===== config.mk =====
export PLATFORM = sky130hd
export DESIGN_NAME = uart_rx_flat
export DESIGN_NICKNAME = d
export VERILOG_FILES = /design/src/rtl/uart_rx_if.sv /design/src/rtl/uart_rx.sv /design/src/flat_wrapper.sv
export SDC_FILE = /design/constraint.sdc
export NUM_CORES = 1
export LEC_CHECK = 0
export BUFFER_PORTS_ARGS = -buffer_cell sky130_fd_sc_hd__clkbuf_2
export CAP_MARGIN = 30
export CORE_ASPECT_RATIO = 0.75
export CORE_UTILIZATION = 30
export CTS_BUF_LIST = sky130_fd_sc_hd__clkbuf_2 sky130_fd_sc_hd__clkbuf_4 sky130_fd_sc_hd__clkbuf_8
export DETAILED_ROUTE_END_ITERATION = 8
export PLACE_DENSITY = 0.5
export RECOVER_POWER = 25
export SETUP_SLACK_MARGIN = 0.05
export SLEW_MARGIN = 25
export SYNTH_ARGS = -nofsm -noshare
export SYNTH_HDL_FRONTEND = slang
export SYNTH_SLANG_ARGS = --single-unit

===== constraint.sdc =====
create_clock -name clk -period 2.33 [get_ports clk]
set_input_delay 0.233 -clock clk [delete_from_list [all_inputs] [get_ports clk]]
set_output_delay 0.233 -clock clk [all_outputs]
set_load 0.05 [all_outputs]

===== src/rtl/uart_rx_if.sv =====
// uart_rx_if: receiver-side signal bundle between the serial line/baud tick and the APB register block.
// Members:
//   os_tick    - one-clk pulse at 16x baud
//   rx_enable  - receiver enable, low forces IDLE
//   cfg_reg    - [1:0] length-5, [2] two stop bits, [3] parity enable, [4] odd parity
//   rx         - asynchronous serial input, idle high
//   rx_data    - last received data, right-justified
//   rx_valid   - one-clk pulse when rx_data/parity_err/frame_err update
//   rx_busy    - frame in progress
//   parity_err - parity mismatch on last frame
//   frame_err  - a stop bit sampled 0 on last frame
// slave modport is the receiver; master modport is whoever drives the line and reads the results.
interface uart_rx_if;
    logic       os_tick;
    logic       rx_enable;
    logic [4:0] cfg_reg;
    logic       rx;
    logic [7:0] rx_data;
    logic       rx_valid;
    logic       rx_busy;
    logic       parity_err;
    logic       frame_err;
    modport slave (
        input  os_tick, rx_enable, cfg_reg, rx,
        output rx_data, rx_valid, rx_busy, parity_err, frame_err
    );
    modport master (
        output os_tick, rx_enable, cfg_reg, rx,
        input  rx_data, rx_valid, rx_busy, parity_err, frame_err
    );
endinterface


===== src/rtl/uart_rx.sv =====
// uart_rx: 16x-oversampling UART receiver, 5-8 data bits, optional parity, 1 or 2 stop bits.
// Ports:
//   clk   - system clock
//   rst_n - asynchronous active-low reset
//   bus   - uart_rx_if.slave (tick, enable, config and line in; data, valid, busy, errors out)
// Optional build macro: UART_RX_MAJORITY_EN selects a 2-of-3 majority vote on the three
// ticks ending at each decision tick instead of a single sample on the decision tick.
module uart_rx (
    input  logic     clk,
    input  logic     rst_n,
    uart_rx_if.slave bus
);
    typedef enum logic [2:0] {IDLE, START, DATA, PARITY, STOP} state_t;
    state_t     r_state;
    logic       r_rx_meta, r_rx_s;
    logic [3:0] r_cnt;
    logic [4:0] r_cfg;
    logic [7:0] r_shift;
    logic [2:0] r_idx;
    logic       r_stop2, r_par_flag, r_frame_flag;
    logic [7:0] r_data;
    logic       r_valid, r_busy, r_perr, r_ferr;
    logic       w_bit, w_decide;
    logic [2:0] w_len_m1;
    // Start bit is judged at its middle (cnt 7); every later bit one full bit time on (cnt 15).
    assign w_decide = bus.os_tick && (r_state == START ? r_cnt == 4'd7 : r_cnt == 4'd15);
    assign w_len_m1 = {1'b1, r_cfg[1:0]};
`ifdef UART_RX_MAJORITY_EN
    logic r_s_a, r_s_b;
    always_ff @(posedge clk or negedge rst_n) begin
        if (!rst_n) begin
            r_s_a <= 1'b1;
            r_s_b <= 1'b1;
        end else if (bus.os_tick) begin
            if (r_cnt == (r_state == START ? 4'd5 : 4'd13)) r_s_a <= r_rx_s;
            if (r_cnt == (r_state == START ? 4'd6 : 4'd14)) r_s_b <= r_rx_s;
        end
    end
    // Third vote is the live synchronized sample on the decision tick itself.
    assign w_bit = (r_s_a & r_s_b) | (r_s_a & r_rx_s) | (r_s_b & r_rx_s);
`else
    assign w_bit = r_rx_s;
`endif
    always_ff @(posedge clk or negedge rst_n) begin
        if (!rst_n) begin
            r_rx_meta    <= 1'b1;
            r_rx_s       <= 1'b1;
            r_state      <= IDLE;
            r_cnt        <= 4'd0;
            r_cfg        <= 5'd0;
            r_shift      <= 8'd0;
            r_idx        <= 3'd0;
            r_stop2      <= 1'b0;
            r_par_flag   <= 1'b0;
            r_frame_flag <= 1'b0;
            r_data       <= 8'd0;
            r_valid      <= 1'b0;
            r_busy       <= 1'b0;
            r_perr       <= 1'b0;
            r_ferr       <= 1'b0;
        end else begin
            r_rx_meta <= bus.rx;
            r_rx_s    <= r_rx_meta;
            r_valid   <= 1'b0;
            if (!bus.rx_enable) begin
                r_state <= IDLE;
                r_busy  <= 1'b0;
            end else if (r_state == IDLE) begin
                if (bus.os_tick && !r_rx_s) begin
                    r_state      <= START;
                    r_cnt        <= 4'd0;
                    r_cfg        <= bus.cfg_reg;
                    r_busy       <= 1'b1;
                    r_shift      <= 8'd0;
                    r_idx        <= 3'd0;
                    r_stop2      <= 1'b0;
                    r_par_flag   <= 1'b0;
                    r_frame_flag <= 1'b0;
                end
            end else if (bus.os_tick) begin
                r_cnt <= w_decide ? 4'd0 : r_cnt + 4'd1;
                if (w_decide) begin
                    case (r_state)
                        START: begin
                            r_state <= w_bit ? IDLE : DATA;
                            r_busy  <= !w_bit;
                        end
                        DATA: begin
                            r_shift[r_idx] <= w_bit;
                            r_idx          <= r_idx + 3'd1;
                            if (r_idx == w_len_m1) r_state <= r_cfg[3] ? PARITY : STOP;
                        end
                        PARITY: begin
                            if (w_bit != (^r_shift ^ r_cfg[4])) r_par_flag <= 1'b1;
                            r_state <= STOP;
                        end
                        STOP: begin
                            if (!w_bit) r_frame_flag <= 1'b1;
                            if (r_cfg[2] && !r_stop2) begin
                                r_stop2 <= 1'b1;
                            end else begin
                                r_state <= IDLE;
                                r_busy  <= 1'b0;
                                r_valid <= 1'b1;
                                r_data  <= r_shift;
                                r_perr  <= r_par_flag;
                                r_ferr  <= r_frame_flag | !w_bit;
                            end
                        end
                        default: r_state <= IDLE;
                    endcase
                end
            end
        end
    end
    assign bus.rx_data    = r_data;
    assign bus.rx_valid   = r_valid;
    assign bus.rx_busy    = r_busy;
    assign bus.parity_err = r_perr;
    assign bus.frame_err  = r_ferr;
endmodule


===== src/flat_wrapper.sv =====
// flat-port wrapper written by rule: the top's interface ports become plain ports
module uart_rx_flat 
  (clk, rst_n, bus_os_tick, bus_rx_enable, bus_cfg_reg, bus_rx, bus_rx_data, bus_rx_valid, bus_rx_busy, bus_parity_err, bus_frame_err);
  uart_rx_if bus_i ();
  input  logic clk;
  input  logic rst_n;
  input wire logic [$bits(bus_i.os_tick)-1:0] bus_os_tick;
  input wire logic [$bits(bus_i.rx_enable)-1:0] bus_rx_enable;
  input wire logic [$bits(bus_i.cfg_reg)-1:0] bus_cfg_reg;
  input wire logic [$bits(bus_i.rx)-1:0] bus_rx;
  output wire logic [$bits(bus_i.rx_data)-1:0] bus_rx_data;
  output wire logic [$bits(bus_i.rx_valid)-1:0] bus_rx_valid;
  output wire logic [$bits(bus_i.rx_busy)-1:0] bus_rx_busy;
  output wire logic [$bits(bus_i.parity_err)-1:0] bus_parity_err;
  output wire logic [$bits(bus_i.frame_err)-1:0] bus_frame_err;
  assign bus_i.os_tick = bus_os_tick;
  assign bus_i.rx_enable = bus_rx_enable;
  assign bus_i.cfg_reg = bus_cfg_reg;
  assign bus_i.rx = bus_rx;
  assign bus_rx_data = bus_i.rx_data;
  assign bus_rx_valid = bus_i.rx_valid;
  assign bus_rx_busy = bus_i.rx_busy;
  assign bus_parity_err = bus_i.parity_err;
  assign bus_frame_err = bus_i.frame_err;
  uart_rx u_core (.clk(clk), .rst_n(rst_n), .bus(bus_i));
endmodule

# Yosys cells after proc, flatten, opt, wreduce, memory -nomap -nowiden
# Cells that the tools add are included.
[op_classes] n_addsub=2 mul=0 div=0 order_cmp=2 eq_ne=16 shift=0 muxes=57 n_bitwise=4 n_reduce_logical=24
[op_table] cell="$mux 8" count=5
[op_table] cell="$mux 3" count=13
[op_table] cell="$mux 1" count=30
[op_table] cell="$reduce_and 6->1" count=4
[op_table] cell="$mux 4" count=4
[op_table] cell="$reduce_and 5->1" count=3
[op_table] cell="$reduce_bool 2->1" count=7
[op_table] cell="$pmux 3 s4" count=1
[op_table] cell="$bwmux 8" count=1
[op_table] cell="$reduce_xor 8->1" count=1
[op_table] cell="$eq 3x2->1 const B" count=2
[op_table] cell="$reduce_and 3->1" count=2
[op_table] cell="$add 4x1->4 const B" count=1
[op_table] cell="$eq 4x3->1 const B" count=1
[op_table] cell="$eq 4x4->1 const B" count=1
[op_table] cell="$logic_and 1x1->1" count=4
[op_table] cell="$lt 3x4->1 const B" count=1
[op_table] cell="$ne 2x2->1 const B" count=2
[op_table] cell="$ne 4x1->1 const B" count=1
[op_table] cell="$ne 4x2->1 const B" count=1
[op_table] cell="$ne 4x3->1 const B" count=1
[op_table] cell="$add 3x1->3 const B" count=1
[op_table] cell="$demux 1 s3" count=1
[op_table] cell="$eq 3x1->1 const B" count=1
[op_table] cell="14 further kinds" count=16
[totals] reg_bits=40 latchBits=0 ram_bits=0 mem_bits_ro=0 mem_count=0

# Longest topological paths before layout
# Gate-level depths: netlist of the first run.
[logic_depth] ltp_word=9 ltp_mapped=6

# Worst setup path before layout of the first run
# Ideal clock, no wire load.
[synth_timing] path_kind="reg-to-reg" startpoint="register u_core.r_state[1]" endpoint="register u_core.r_perr (netlist: u_core.bus.parity_err)" setup_ns=0.125 arrival_ns=1.705 t_required_ns=2.205 setup_slack_ns=0.501 stages_incl_launch_ff=6 n_path_buf=2 synth_period_minus_slack_ns=1.829 cell_sequence="dfrtp_1 > buf_2 > or2_2 > nor4_1 > buf_4 > mux2_2"
[synth_via] elab_chain_cells=4 elab_cells_between_ends=7 classes_between="eq/ne: 2; mux: 1; bitwise: 1; reduce/logical: 3"
[synth_rtl] item="from (decl)" line="uart_rx.sv:14" text="state_t r_state;"
[synth_rtl] item="from (signal assigned)" line="uart_rx.sv:85" text="r_state <= w_bit ? IDLE : DATA;"
[synth_rtl] item="from (signal assigned)" line="uart_rx.sv:91" text="if (r_idx == w_len_m1) r_state <= r_cfg[3] ? PARITY : STOP;"
[synth_rtl] item="$eq 3x1->1" line="uart_rx.sv:26" text="assign w_decide = bus.os_tick && (r_state == START ? r_cnt == 4'd7 : r_cnt == 4'd15);"
[synth_rtl] item="$mux 1" line="uart_rx.sv:26"
[synth_rtl] item="$logic_and 1x1->1" line="uart_rx.sv:26"
[synth_rtl] item="$reduce_and 6->1 (no line) *"
[synth_rtl] item="to (signal assigned)" line="uart_rx.sv:106" text="r_perr <= r_par_flag;"
[synth_rtl] item="to (decl)" line="uart_rx.sv:22" text="logic r_valid, r_busy, r_perr, r_ferr;"
# Mark *: on every way between the ends. The rest lies on a longest branch, timed or not.
# A chain may end at the register's enable or synchronous reset.

# Worst setup path after layout of the first run
[layout_timing] startpoint="register u_core.r_cnt[0]" endpoint="register u_core.r_idx[0]"
[layout_via] elab_chain_cells=5 elab_cells_between_ends=6 classes_between="eq/ne: 2; mux: 1; reduce/logical: 3"
[layout_rtl] item="from (decl)" line="uart_rx.sv:16" text="logic [3:0] r_cnt;"
[layout_rtl] item="from (signal assigned)" line="uart_rx.sv:81" text="r_cnt <= w_decide ? 4'd0 : r_cnt + 4'd1;"
[layout_rtl] item="$eq 4x4->1 or $eq 4x3->1 (tied branches)" line="uart_rx.sv:26"
[layout_rtl] item="$mux 1 *" line="uart_rx.sv:26"
[layout_rtl] item="$logic_and 1x1->1 *" line="uart_rx.sv:26"
[layout_rtl] item="$reduce_bool 2->1 (no line) *"
[layout_rtl] item="$reduce_and 5->1 (no line) *"
[layout_rtl] item="to (signal assigned)" line="uart_rx.sv:90" text="r_idx <= r_idx + 3'd1;"
[layout_rtl] item="to (decl)" line="uart_rx.sv:19" text="logic [2:0] r_idx;"
# Marked as above.

==> metrics list, run 1 <==
- Min-delay worst type: input pin to flop
- The number of global-route vias before repair is 1571.
- The longest clock path from root to sink contains 2 buffers.
* Detailed Route WL: 4.58 mm
* Count of final max-slew check failures: 0
- Cell type with the highest aggregate area in the netlist: dfrtp_1
- Element type at the critical path end: flop
- Setup slack on the worst reg-to-reg path comes out at 0.37 ns.
* Arrival time of data at the critical path endpoint: 2.15 ns
- In this run the number of H-tree levels came out at 2.
- Most frequent cells after synthesis: 38 x dfrtp_1, 26 x nand2_1, 11 x nor2_1
* Shortest clock period the worst path allows after layout: 1.96 ns
- GR Util All Layers: 0.148
- Post-synth top area share: 0.455
* Area of the die: 7300 um^2
- Fraction of layout instances using a drive strength above 1: 0.255
- Area delta synth->final: 17.3%
* Number of synthesized register bits: 40
- Number of enable-type register cells in the synthesized netlist: 0
- Clock latency of the later-clocked register in the worst-skew pair: 0.30 ns
- Share of synthesized registers carrying an async set or reset: 1.00
- Setup repair after global routing left no endpoint under its margin.
- By area the synthesized netlist is led by dfrtp_1 46%, mux2_2 5.4%, nand2_1 4.7%.
- Overall overflow remaining after global route: 0
- Final TNS setup: 0 ns
* Portion of the post-synthesis area used by sequential elements: 0.481
- Post-Route Skew: 0.0117 ns
- CTS tree: built
- Slew @ Worst Pin: 0.999 ns
- Antenna violations before repair: 0
- Setup-failing EPs final: 0
- The critical path in this run is classified as flop to flop.
- Cell row count: 25
- Quantity of I/O buffers inserted on ports: 21
* Width of the chip: 98.3 um
* Max-cap violation count: 0
- The average instance in the mapped netlist occupies 10.3 um^2.
- Once detail routing completed, the nets flagged for antenna violations numbered 0.
- The number of failing hold endpoints at the final stage is 0.
- In the finished design, the share of the clock period the worst path needs comes to 0.843.
* Top FF cell, synth: dfrtp_1
* Sink count of the clock tree: 40
- The first global-routing pass estimated 8.18 mm of wire.
- Number of distinct standard cells referenced by the synthesized netlist: 48
- The initial utilization of the core area, before any placement, comes to 0.321.
- Count of inserted antenna diode cells: 0
- Via count: 1606
- Routability congestion estimate: 0.829
- By instance count, the leading cell after synthesis is dfrtp_1.
- After clock tree synthesis, the clock-pin slew on the worst setup and hold paths is 0.09 ns.
* Max-Slew Margin vs Limit: 0.334
- DRC violations left: 2
* Detailed router's first-iteration violation count: 142
- Via density: 5.15
* Area of the core: 6510 um^2
- CTS placed an instance of clkbuf_8 at the clock tree root.
- After the last flow step, the layout net total stands at 242.
- The die is 74.3 um tall.
* Filler-free cell count of the finished design: 312
- The first TritonRoute pass finished after 6 iterations.
- Max frequency: 0.509 GHz
- Synthesis produced a netlist whose cell count is 203.
* Total I/O pin count: 22
- For this design the static power due to leakage is 0.00113 uW.
- For the worst setup path, the data required time is 2.51 ns.
* Warnings from Yosys: 0
* Worst vdd rail ir drop: 0.262 mV
- Net Count, Synth: 215
- Sort of element at the start of the critical path: flop
- Detailed Place HPWL: 3.20 mm
- The number of clock buffers added by TritonCTS is 5.
- The checks that failed: design-rule violations.
* Placed Instances: 302
* Maximum fanout along the worst path: 13
- Power spread over the standard cell area amounts to 691 nW/um^2.
- Summing every instance area after synthesis gives 2090 um^2.
* Outcome: complete, but fails checks
- Average wire per cell in the routed design: 14.7 um
- Entering global routing, the biggest net connects 41 pins.
critical path, stage by stage (launching register included):
cell      delay, ns
dfrtp_1        0.39
ha_1           0.28
nand4_4        0.16
a221oi_4       0.38
buf_4          0.24
nand2_1        0.11
mux2_2         0.27
sequential cells by signal, indices dropped and copies added (netlist names), 3 cells and up:
register,count
u_core.bus.rx_data,8
u_core.r_shift,8
u_core.r_cfg,5
u_core.r_cnt,4
u_core.r_idx,3
u_core.r_state,3
placed cells by master (no fill, tap or decap), types with 3 or more instances in the layout:
cell       instances
a21oi_1            6
a41oi_1            3
buf_4              7
clkbuf_2          22
clkbuf_8           6
dfrtp_1           38
inv_1              7
mux2_2            10
mux2i_1            5
nand2_1           26
nand3_1            8
nand4_1            6
nor2_1            11
nor3_1             5
o21ai_0            6
o2bb2ai_1          6
or3_1              4
or3b_2             3
xnor2_1            8
logic make-up (layout without fill, tap and decap cells):
family | count (synthesis) | after routing | share of synthesized area
AOI/OAI and AO/OA | 38 | 38 | 0.137
xor gates and xnor gates | 10 | 10 | 0.0485
adders and majority gates | 2 | 2 | 0.0120
buffers and inverters | 18 | 46 | 0.0366
DFF | 40 | 40 | 0.481
muxes | 15 | 15 | 0.0779
and+or+nand+nor | 80 | 80 | 0.207
stage by stage:
step,area (um^2),total power (uW),hold WS [ns],util,worst slack [ns]
6_report,2450,1690,0.114,0.377,0.366
5_1_grt,2450,1800,0.123,0.377,0.175
4_1_cts,2460,1720,0.109,0.379,0.273
3_5_place_dp,2320,1100,0.228,0.357,0.332
3_3_place_gp,2320,1100,0.229,0.357,0.298
2_1_floorplan,2090,998,-0.0626,-,0.501
repair_timing:
action / 4_1_cts / 5_1_grt
setup buffers: 0 / 0
endpoints found under the setup margin: 0 / 1
hold endpoints to repair: 39 / 0
resized for setup: 0 / 1
hold buffers: 2 / 0
power by group:
part	switching [uW]	leakage [uW]	internal, uW
registers	55.7	0.000539	745
logic	162	0.000531	119
clock network	261	0.0000614	350
final cells by class:
| cell class | instances | area, um^2 |
|---|---|---|
| fill | 672 | 4060 |
| multi-input combinational | 145 | 1010 |
| sequential | 40 | 1000 |
| timing repair buffer | 31 | 183 |
| tap | 81 | 101 |
| clock buffer | 6 | 82.6 |
| clock inverter | 2 | 38.8 |
| inverter | 7 | 26.3 |
metal layers:
metal / vias up / routed length (um) / global-route usage / share of wire
li1: 797 / - / - / -
met1: 761 / 2500 / 0.224 / 0.55
met2: 43 / 1800 / 0.196 / 0.39
met3: 5 / 228 / 0.0404 / 0.050
met4: 0 / 50 / 0.0597 / 0.011
met5: - / 0 / 0 / 0
final timing paths:
path / startpoint / endpoint / depth (start not counted)
worst max-delay path: u_core.r_cnt[0] / u_core.r_idx[0] / 6
worst min-delay path: bus_cfg_reg[4] / u_core.r_cfg[4] / 3
worst max register to register: u_core.r_cnt[0] / u_core.r_idx[0] / 6
worst min register to register: u_core.r_rx_meta / u_core.r_rx_s / 0
max in group asynchronous: rst_n / u_core.r_shift[1] / 3
min in group asynchronous: rst_n / u_core.r_cfg[4] / 3
Power figures use the tool's default switching activity.
==> run 2: changes to the inputs <==
--- a/config.mk
+++ b/config.mk
@@ -5,13 +5,14 @@
 export SDC_FILE = /design/constraint.sdc
 export NUM_CORES = 1
 export LEC_CHECK = 0
+export ABC_AREA = 1
 export BUFFER_PORTS_ARGS = -buffer_cell sky130_fd_sc_hd__clkbuf_2
 export CAP_MARGIN = 30
 export CORE_ASPECT_RATIO = 0.75
 export CORE_UTILIZATION = 30
 export CTS_BUF_LIST = sky130_fd_sc_hd__clkbuf_2 sky130_fd_sc_hd__clkbuf_4 sky130_fd_sc_hd__clkbuf_8
 export DETAILED_ROUTE_END_ITERATION = 8
-export PLACE_DENSITY = 0.5
+export PLACE_DENSITY = 0.52
 export RECOVER_POWER = 25
 export SETUP_SLACK_MARGIN = 0.05
 export SLEW_MARGIN = 25
==> constraint.sdc (replaced) <==
create_clock -name clk -period 1.7 [get_ports clk]
set_input_delay 0.17 -clock clk [delete_from_list [all_inputs] [get_ports clk]]
set_output_delay 0.17 -clock clk [all_outputs]
set_load 0.05 [all_outputs]
==> run 2 against run 1 <==
Net effect:
- the flow now finishes without violations
- register-to-register slack worse by 0.28 ns
- first-iteration DRC count is 42% lower
- critical path depth is 3 higher
- die area is 10% higher
- sequential share of layout area is 5.1 points lower
- largest cell class unchanged
==> metrics list, run 2 <==
- Of the total power, the share spent switching nets is 0.436.
* Fraction of the mapped netlist area in adder cells: 0.0108
- Dividing total power by cell area gives a power density of 1410 nW/um^2.
* Average cell area after synthesis: 7.39 um^2
- Switching power: 1730 uW
- In the post-route analysis, the smallest setup slack over all paths is 0.0830 ns.
- STA classifies the critical path endpoint as a flop.
* Commonest cells after routing, fill and taps aside: 124 x nand2_1, 36 x dfrtp_1, 31 x inv_1
- Summing all multi-input logic gate instances after layout gives 1160 um^2.
* Area of the die: 8070 um^2
- Unrepaired setup endpoints after global routing: yes
- Library cell used as clock root buffer: clkbuf_8
- Most common cell after layout, fill and taps aside: nand2_1
- Dividing the final minimum period by the clock period gives 0.951.
- Net Count, Synth: 325
- Entering global routing, the biggest net connects 41 pins.
- Fraction of layout instances using a drive strength above 1: 0.200
- Overall overflow remaining after global route: 0
* Max-cap violation count: 0
- The final number of max-transition violations came to 0.
- Number of synthesized register bits: 40
- The H-tree was split into 2 levels.
- Area of the core: 7400 um^2
- Proportion of synthesized area in mux cells: 0
- Area share of and/or/nand/nor cells after synthesis: 0.395
- Setup-failing EPs final: 0
* Arrival time of data at the critical path endpoint: 1.85 ns
* Routability congestion estimate: 0.857
- Detailed router's first-iteration violation count: 83
- Post-synth design cell area: 2310 um^2
- Combinational share of power: 0.482
- Placed cell areas: 2560 um^2
* Cell count after synthesis: 313
- Most frequent cells after synthesis: 125 x nand2_1, 38 x dfrtp_1, 32 x inv_1
- At the pin with the least slew margin, the transition time is 1.01 ns.
- Across all register-to-register paths, the minimum setup slack is 0.08 ns.
- Clock Tree Buf Depth: 2
- Maximum fanout along the worst path: 9
- At the later pin of the worst-skew pair, clock insertion delay measures 0.29 ns.
* Combinational family with the most area after synthesis: simple AND/OR/NAND/NOR gates
- Cell type with the highest aggregate area in the netlist: dfrtp_1
- Detailed Route WL: 5.43 mm
* Detailed Place HPWL: 3.88 mm
- In the global route stage, overall resource usage came out at 0.149.
* Fin nets: 362
- Summing over every cut layer, the via total after detailed routing is 2045.
- For this run, the number of Yosys warnings is 0.
* Worst vdd rail ir drop: 0.593 mV
* Max frequency: 0.618 GHz
* Number of enable-type register cells in the synthesized netlist: 0
- The complex-gate fraction of the synthesized area is 0.0509.
- CTS tree: built
- Count of inserted antenna diode cells: 0
- After clock tree synthesis, the clock-pin slew on the worst setup and hold paths is 0.08 ns.
* Total I/O pin count: 22
* Outcome: finished clean
- Number of distinct standard cells referenced by the synthesized netlist: 28
- Filler-free cell count of the finished design: 451
- Post-Synth XOR/XNOR Area: 0.0189
- For this design the static power due to leakage is 0.00146 uW.
- Width of the chip: 103 um
- The share of total power dissipated in the clock network is 0.174.
- The path class of the tightest hold or removal check is input pin to flop.
- Cell row count: 27
- In this run the remaining antenna-violating nets after routing total 0.
- Portion of the post-synthesis area used by sequential elements: 0.434
- The worst setup path is launched from a flop.
* Shortest clock period the worst path allows after layout: 1.62 ns
- Vias in the first global route: 1851
- nand2_1 is the most common cell in the netlist.
* Top post-synthesis cells by area: dfrtp_1 41%, nand2_1 20%, nand3_1 5.6%
- Worst path required time: 1.93 ns
- Between clock sinks in the finished design, the worst skew comes to 0.00574 ns.
- Before antenna repair, the detailed router went through 4 iterations.
- Die Y: 78.0 um
- The initial antenna violation count came to 0.
* Area delta synth->final: 21.5%
- Dividing the detail-routed wire length by the instance count gives 12.0 um.
- Sink count of the clock tree: 40
- Placed Instances: 435
* Final cell area excluding filler cells: 2810 um^2
- Input and output buffers added on the ports amount to 21.
- First-pass GRT wire length: 9.16 mm
- Dpl ws: 0.0144 ns
- The sequential cells in the finished layout cover a total of 1010 um^2.
* Power consumption: 3960 uW
- Cell internal pwr: 2230 uW
* Final Hold Fails: 0
- In the routed layout, each cell is associated on average with a via count of 4.53.
- For this run, design rule violations remaining after detail routing come to 0.
- The critical path is of the flop to flop type.
- Top FF cell, synth: dfrtp_1
- Max-Slew Margin vs Limit: 0.325
- TritonCTS created 5 clock buffers.
* Part of the total power dissipated in sequential elements: 0.344
- Fillcell total: 786
- Counting flops with an async set or reset pin after synthesis yields a share of 1.00.
- Post-synth top area share: 0.411
* Effective utilization at floorplan: 0.313
## run 2: layer usage
layer,share of wire,up-vias,global-route usage
met5,0,-,0
met4,0.0042,0,0.0380
met3,0.044,2,0.0356
met2,0.39,38,0.197
met1,0.56,926,0.237
li1,-,1079,-
## run 2: critical path: stages (launching register included)
cell and delay (ns):
dfrtp_1 0.38, ha_2 0.19, nand2_1 0.08, nor2_2 0.17, nand3_4 0.12, a21oi_4 0.20, buf_12 0.14, buf_4 0.11
nand3b_1 0.08, nand2_1 0.08
## run 2: what timing repair did
action | 4_1_cts | 5_1_grt
pin swaps | 0 | 4
gates cloned | 0 | 0
gates resized for setup | 2 | 16
hold buffers | 2 | 0
buffers inserted | 0 | 7
endpoints found under the hold margin | 39 | 0
endpoints found under the setup margin | 12 | 32
## run 2: layout make-up
class	instances	area share
Multi-Input combinational cell	227	0.412
Timing Repair Buffer	42	0.103
Tap cell	101	0.0450
Sequential cell	40	0.358
Clock buffer	7	0.0343
Inverter	34	0.0468
## run 2: power groups by stage
stage	Combinational, uW	Sequential (uW)	Clock (uW)
2_1_floorplan	1310	1310	0
3_3_place_gp	1670	1360	0
3_5_place_dp	1680	1370	0
4_1_cts	1710	1350	722
5_1_grt	2150	1390	761
6_report	1910	1360	688
## run 2: path summary, 6_finish.rpt
path	start	endpoint	cells after the start
min in group asynchronous	rst_n	u_core.r_cfg[2]	3
worst min-delay path	bus_cfg_reg[3]	u_core.r_cfg[3]	3
worst max register to register	u_core.r_cnt[0]	u_core.r_idx[2]	9
worst max-delay path	u_core.r_cnt[0]	u_core.r_idx[2]	9
max in group asynchronous	rst_n	u_core.r_state[1]	3
worst min register to register	u_core.r_rx_meta	u_core.r_rx_s	0
## run 2: cells by family (layout without fill, tap and decap cells)
kind of cell	count (synthesis)	in the layout
compound gates	20	20
fa+ha+maj	2	2
xor+xnor	5	5
flops	40	40
simple gates	200	200
buf+inv	46	83
## run 2: through the flow
stage	utilization	TNS, ns	hold slack, ns
2_1_floorplan	-	0	-0.126
3_3_place_gp	0.347	0	0.261
3_5_place_dp	0.347	0	0.262
4_1_cts	0.364	0	0.0995
5_1_grt	0.380	-0.0396	0.103
6_report	0.380	0	0.107
